### src/rtl/arb_pkg.sv
// Shared definitions for the request issuer: line count, service FSM encoding,
// default service slice length and small one-hot helpers.
package arb_pkg;

    localparam int NUM_LINES            = 4;
    localparam int LINE_W               = 2;
    localparam int DEFAULT_SLICE_CYCLES = 150_000_000;

    typedef logic [LINE_W-1:0]    line_t;
    typedef logic [NUM_LINES-1:0] line_mask_t;

    typedef enum logic [1:0] {
        ST_IDLE  = 2'd0,
        ST_SERVE = 2'd1,
        ST_DONE  = 2'd2
    } state_t;

    function automatic logic is_one_hot(input line_mask_t m);
        return (m != '0) && ((m & (m - line_mask_t'(1))) == '0);
    endfunction

    function automatic line_t mask_to_line(input line_mask_t m);
        line_t idx = '0;
        for (int i = 0; i < NUM_LINES; i++) begin
            if (m[i]) idx = line_t'(i);
        end
        return idx;
    endfunction

    function automatic line_mask_t line_to_mask(input line_t l);
        return line_mask_t'(1) << l;
    endfunction

endpackage

### src/rtl/request_issuer_if.sv
// Job/arbiter/status bundle of the request issuer; the issuer is the slave,
// the surrounding system (arbiter, job sources, status readout) the master.
interface request_issuer_if #(
    parameter int DEPTH_W = 3
);
    import arb_pkg::*;

    line_mask_t         job_push;
    line_mask_t         grant_in;
    line_mask_t         request_queue;
    line_mask_t         service_led;
    line_mask_t         job_done;
    line_mask_t         overflow;
    line_t              pend_sel;
    logic [DEPTH_W-1:0] pend_count;

    modport master (
        output job_push, grant_in, pend_sel,
        input  request_queue, service_led, job_done, overflow, pend_count
    );

    modport slave (
        input  job_push, grant_in, pend_sel,
        output request_queue, service_led, job_done, overflow, pend_count
    );

endinterface

### src/rtl/request_issuer_pending_counter.sv
// Saturating per-line pending-job counter with a sticky overflow flag that
// records any push attempted while the counter is full.
module pending_counter #(
    parameter int DEPTH_W = 3
) (
    input  logic               clk,
    input  logic               reset,
    input  logic               inc,
    input  logic               dec,
    output logic [DEPTH_W-1:0] count,
    output logic               overflow
);

    localparam logic [DEPTH_W-1:0] COUNT_MAX = '1;

    // NOTE: sequential state uses non-blocking assignments so every register
    // samples pre-edge values regardless of process evaluation order.
    always_ff @(posedge clk or posedge reset) begin
        if (reset) begin
            count    <= '0;
            overflow <= 1'b0;
        end else if (inc && !dec) begin
            if (count == COUNT_MAX) overflow <= 1'b1;
            else                    count    <= count + DEPTH_W'(1);
        end else if (dec && !inc && count != '0) begin
            count <= count - DEPTH_W'(1);
        end
    end

endmodule

### src/rtl/request_issuer.sv
// Request issuer: per-line pending job counters feeding an arbiter, plus a
// service FSM that holds a granted line for one time slice and retires a job.
module request_issuer
    import arb_pkg::*;
#(
    parameter int SLICE_CYCLES = DEFAULT_SLICE_CYCLES,
    parameter int DEPTH_W      = 3
) (
    input  logic            clk,
    input  logic            reset,
    request_issuer_if.slave bus
);

    localparam int                 SLICE_W    = $clog2(SLICE_CYCLES);
    localparam logic [SLICE_W-1:0] SLICE_LAST = SLICE_W'(SLICE_CYCLES - 1);

    state_t             state, state_nxt;
    line_t              line_q, line_nxt;
    logic [SLICE_W-1:0] slice_q, slice_nxt;

    logic [DEPTH_W-1:0] count [NUM_LINES];
    line_mask_t         ovf;
    line_mask_t         pending;
    line_mask_t         done_mask;
    line_t              grant_line;

    for (genvar i = 0; i < NUM_LINES; i++) begin : g_line
        pending_counter #(.DEPTH_W(DEPTH_W)) u_cnt (
            .clk      (clk),
            .reset    (reset),
            .inc      (bus.job_push[i]),
            .dec      (done_mask[i]),
            .count    (count[i]),
            .overflow (ovf[i])
        );
        assign pending[i] = (count[i] != '0);
    end

    assign grant_line = mask_to_line(bus.grant_in);

    always_ff @(posedge clk or posedge reset) begin
        if (reset) begin
            state   <= ST_IDLE;
            line_q  <= '0;
            slice_q <= '0;
        end else begin
            state   <= state_nxt;
            line_q  <= line_nxt;
            slice_q <= slice_nxt;
        end
    end

    // NOTE: every output of this block gets a default first, so no path
    // through the case can leave a signal unassigned and infer a latch.
    always_comb begin
        state_nxt = state;
        line_nxt  = line_q;
        slice_nxt = slice_q;
        case (state)
            ST_IDLE: begin
                if (is_one_hot(bus.grant_in) && pending[grant_line]) begin
                    state_nxt = ST_SERVE;
                    line_nxt  = grant_line;
                    slice_nxt = '0;
                end
            end
            ST_SERVE: begin
                // Losing the grant aborts the slice; the job stays pending.
                if (!bus.grant_in[line_q])   state_nxt = ST_IDLE;
                else if (slice_q == SLICE_LAST) state_nxt = ST_DONE;
                else                         slice_nxt = slice_q + SLICE_W'(1);
            end
            ST_DONE:  state_nxt = ST_IDLE;
            default:  state_nxt = ST_IDLE;
        endcase
    end

    assign done_mask = (state == ST_DONE) ? line_to_mask(line_q) : '0;

    assign bus.request_queue = pending;
    assign bus.job_done      = done_mask;
    assign bus.overflow      = ovf;
    assign bus.service_led   = (state == ST_SERVE || state == ST_DONE)
                             ? line_to_mask(line_q) : '0;
    assign bus.pend_count    = count[bus.pend_sel];

endmodule

### src/flat_wrapper.sv
// flat-port wrapper written by rule: the top's interface ports become plain ports
module request_issuer_flat import arb_pkg::*;
#(
    parameter int SLICE_CYCLES = DEFAULT_SLICE_CYCLES,
    parameter int DEPTH_W      = 3
)
  (clk, reset, bus_job_push, bus_grant_in, bus_pend_sel, bus_request_queue, bus_service_led, bus_job_done, bus_overflow, bus_pend_count);
  request_issuer_if #(.DEPTH_W(DEPTH_W)) bus_i ();
  input  logic clk;
  input  logic reset;
  input wire logic [$bits(bus_i.job_push)-1:0] bus_job_push;
  input wire logic [$bits(bus_i.grant_in)-1:0] bus_grant_in;
  input wire logic [$bits(bus_i.pend_sel)-1:0] bus_pend_sel;
  output wire logic [$bits(bus_i.request_queue)-1:0] bus_request_queue;
  output wire logic [$bits(bus_i.service_led)-1:0] bus_service_led;
  output wire logic [$bits(bus_i.job_done)-1:0] bus_job_done;
  output wire logic [$bits(bus_i.overflow)-1:0] bus_overflow;
  output wire logic [$bits(bus_i.pend_count)-1:0] bus_pend_count;
  assign bus_i.job_push = bus_job_push;
  assign bus_i.grant_in = bus_grant_in;
  assign bus_i.pend_sel = bus_pend_sel;
  assign bus_request_queue = bus_i.request_queue;
  assign bus_service_led = bus_i.service_led;
  assign bus_job_done = bus_i.job_done;
  assign bus_overflow = bus_i.overflow;
  assign bus_pend_count = bus_i.pend_count;
  request_issuer #(.SLICE_CYCLES(SLICE_CYCLES), .DEPTH_W(DEPTH_W)) u_core (.clk(clk), .reset(reset), .bus(bus_i));
endmodule
### config.mk
export PLATFORM = sky130hd
export DESIGN_NAME = request_issuer_flat
export DESIGN_NICKNAME = d
export VERILOG_FILES = /design/src/rtl/arb_pkg.sv /design/src/rtl/request_issuer_if.sv /design/src/rtl/request_issuer_pending_counter.sv /design/src/rtl/request_issuer.sv /design/src/flat_wrapper.sv
export SDC_FILE = /design/constraint.sdc
export NUM_CORES = 1
export LEC_CHECK = 0
export CORE_MARGIN = 5
export CORE_UTILIZATION = 50
export CTS_CLUSTER_DIAMETER = 150
export CTS_CLUSTER_SIZE = 28
export DETAILED_ROUTE_END_ITERATION = 16
export GPL_TIMING_DRIVEN = 0
export PLACE_DENSITY = 0.82
export SYNTH_ARGS = -nofsm -noshare
export SYNTH_HDL_FRONTEND = slang
export SYNTH_SLANG_ARGS = --single-unit
export TNS_END_PERCENT = 1
### constraint.sdc
create_clock -name clk -period 2.93 [get_ports clk]
set_input_delay 0.879 -clock clk [delete_from_list [all_inputs] [get_ports clk]]
set_output_delay 0.879 -clock clk [all_outputs]
set_load 0.03 [all_outputs]
==> impl_metrics.tcl <==
set metrics [dict create \
    clk_latency_ps 310 \
    rrSetupSlack_ps 260 \
    num_rows 30 \
    cts_num_sinks 48 \
    hp-class "flop to flop" \
    cp_slowest_stage_delay_ps 550 \
    path_clk_slew_ps 90 \
    yosys_most_used_dff "dfrtp_1" \
    grt_usage_pct 20.4 \
    max_freq_mhz 347 \
    ir_drop_v 0.000583 \
    syn_inst 408 \
    rsz0062_at_grt "false" \
    die_x_um 93.0 \
    path_cells "dlygate4sd2_1, or4_4, a2111oi_4, buf_4, o22ai_2, buf_6, or4b_1, nand3_1" \
    start_kind "input pin" \
    grt_pass1_wl_um 14600 \
    clk_path_buf_depth 2 \
    cts-root-buf "clkbuf_8" \
    required_ps 3170 \
    drc_errors 0 \
    synthDistinctLibCells 63 \
    drt-total-wl_um 8380 \
    vias_per_cell 6.15 \
    hold_slack_ps 462 \
    first_global_vias 3184 \
    core_um2 6760 \
    antenna_found_initial 0 \
    synthToLayoutAreaGrowth_pct 15.4 \
    worstRegToRegCells 6 \
    cp-end-kind "flop" \
    numPortBuffers 29 \
    fin_nets 468 \
    design.die.area_um2 8640 \
    drt_pass1_iterations 4 \
    cts_buffers 5 \
    syn-num-nets 428 \
    power_density_nw_per_um2 860 \
    drive_gt1_share_pct 12.3 \
    finClkSkew_ps 14.9 \
    ios 31 \
    crit_fanout 10 \
    regToRegStartpoint "u_core.slice_q[16]" \
    synth-edff-count 0 \
    avgSynthCellArea_um2 8.43 \
    start_util_pct 50.9 \
    maxSlewHeadroom_pct 41.2 \
    synth-async-reset-ratio_pct 100 \
    startpoint "bus_grant_in[2]" \
    setup_viol 0 \
    vias 3247 \
    slew_violations 0 \
    status "completed" \
    crit_arrival_ps 3120 \
    cts_tree "yes" \
    maxCapViolCount 0 \
    ys_seq_area_share_pct 34.9 \
    synth-seq-cells 48 \
    finalSetupTns_ps 0 \
    cts_hold_buf 0 \
    use_met2_pct 35.2 \
    fill_cells 619 \
    rr_endpoint "u_core.slice_q[21]" \
    dp_hpwl_um 5990 \
    fin_util_pct 58.8 \
    tightest_slew_ps 874 \
    grt_overflow 0 \
    gp_congestion 0.873 \
    post_drt_wl_per_cell_um 15.9 \
    ant_nets 0 \
    fp.dieH_um 93.0 \
    crit_type "input pin to flop" \
    grt_max_degree 44 \
    fin_crit_ps 2880 \
    drt-initial-drc-count 169 \
    use_met1_pct 25.8 \
    endpoint "u_core.slice_q[18]" \
    p_leak_nw 1.68 \
    finalHoldViolCount 0 \
    cts_max_level 2 \
    final.period_utilization_pct 98.2 \
    antennaDiodeCount 0 \
    synth_area_um2 3440 \
    yosysWarnings 0 \
    slowest_stage "or4_4" \
    grt_most_used_layer "met2" \
    grtUsageMet3_pct 4.06 \
]
[layout make-up]
class                   instances  area, um^2  area share [%]
plain buffers                  28         160            4.03
clock buffers                   7        96.3            2.43
inverters                      20        75.1            1.89
multi-input cells             312        2030            51.1
flip-flops and latches         48        1200            30.3
well taps                      80         100            2.52
repair buffers                 33         310            7.82
[cell usage after synthesis, types with 3 or more instances]
| cell | n | area (um^2) |
|---|---|---|
| and2_1 | 12 | 75.1 |
| nor2b_1 | 6 | 37.5 |
| or3_1 | 6 | 37.5 |
| clkbuf_1 | 16 | 60.1 |
| dfrtp_1 | 48 | 1200 |
| a211oi_1 | 4 | 30.0 |
| a21oi_1 | 18 | 90.1 |
| or2_2 | 3 | 18.8 |
| nor3_1 | 10 | 50.1 |
| a221o_1 | 4 | 40.0 |
| nand4_1 | 12 | 75.1 |
| inv_1 | 19 | 71.3 |
| buf_4 | 8 | 60.1 |
| o31ai_1 | 13 | 97.6 |
| fa_1 | 4 | 80.1 |
| nand2_1 | 38 | 143 |
| nor2_1 | 36 | 135 |
| and3_1 | 5 | 31.3 |
| o21a_1 | 5 | 37.5 |
| nand3b_1 | 3 | 22.5 |
| or4b_1 | 5 | 50.1 |
| ha_1 | 4 | 50.1 |
| o221ai_1 | 3 | 26.3 |
| nand2b_1 | 9 | 56.3 |
| a22oi_1 | 4 | 30.0 |
| o21ai_0 | 29 | 145 |
| mux4_2 | 4 | 90.1 |
| nand3_1 | 27 | 135 |
| o22a_1 | 3 | 26.3 |
| a31oi_1 | 4 | 25.0 |
[timing repair]
item | CTS | global route
pin swaps | 1 | 0
setup endpoints to repair | 36 | 14
setup buffers | 3 | 0
gates resized for setup | 30 | 15
[metrics by stage]
step / area [um^2] / worst slack (ps) / total power, mW / instances
final: 3970 / 52.1 / 3.41 / 528
after CTS: 3960 / 13.6 / 3.41 / 528
after global placement: 3840 / -847 / 2.89 / 517
after global routing: 3970 / 5.81 / 3.68 / 528
after floorplan: 3450 / 5.74 / 2.43 / 408
after detailed placement: 3860 / -882 / 2.98 / 518
[worst max-delay path, delay by kind of cell]
| kind | cells | cell delay, ps |
|---|---|---|
| buffers and inverters | 3 | 690 |
| and+or+nand+nor | 3 | 1140 |
| AOI/OAI and AO/OA | 2 | 400 |
[report_power, final]
| part | internal, mW | switching, mW | leakage [nW] |
|---|---|---|---|
| registers | 0.856 | 0.198 | 0.615 |
| logic | 0.807 | 1.12 | 1.02 |
| clock network | 0.211 | 0.225 | 0.0503 |
[cells in the final DEF (no fill, tap or decap), types with 10 or more instances in the layout]
cell	netlist	layout
and2_1	12	12
clkbuf_1	16	14
nand2_1	38	38
a21oi_1	18	18
clkdlybuf4s50_1	0	12
nand4_1	12	12
inv_1	19	17
buf_4	8	16
o21ai_0	29	29
o31ai_1	13	13
nor3_1	10	10
nand3_1	27	27
nor2_1	36	36
dfrtp_1	48	48
[layer usage]
layer	share of wire (%)	vias up
met5	0	-
li1	-	1582
met4	1.5	0
met2	49	85
met3	4.7	17
met1	44	1563
[logic make-up (layout without fill, tap and decap cells)]
logic type | Yosys count | count (layout) | synth area share [%]
muxes | 7 | 7 | 3.53
xor gates and xnor gates | 1 | 1 | 0.255
adders and majority gates | 8 | 8 | 3.78
buffers and inverters | 48 | 88 | 6.44
AOI/OAI and AO/OA | 107 | 107 | 21.6
DFF | 48 | 48 | 34.9
and+or+nand+nor | 189 | 189 | 29.5
[worst min-delay path by stage]
stage	cells after the start	to	from
6_report	1	u_core.g_line[0].u_cnt.overflow	u_core.g_line[0].u_cnt.overflow
5_1_grt	1	u_core.g_line[0].u_cnt.overflow	u_core.g_line[0].u_cnt.overflow
4_1_cts	1	u_core.g_line[0].u_cnt.overflow	u_core.g_line[0].u_cnt.overflow
3_5_place_dp	1	u_core.g_line[0].u_cnt.overflow	u_core.g_line[0].u_cnt.overflow
3_3_place_gp	1	u_core.g_line[0].u_cnt.overflow	u_core.g_line[0].u_cnt.overflow
2_1_floorplan	1	u_core.g_line[0].u_cnt.overflow	u_core.g_line[0].u_cnt.overflow
[state kept, by name, indices dropped and copies added (netlist names)]
name / count
u_core.line_q: 2
u_core.g_line.u_cnt.count: 12
u_core.state: 2
u_core.g_line.u_cnt.overflow: 4
u_core.slice_q: 28
(Power assumes the default switching activity.)
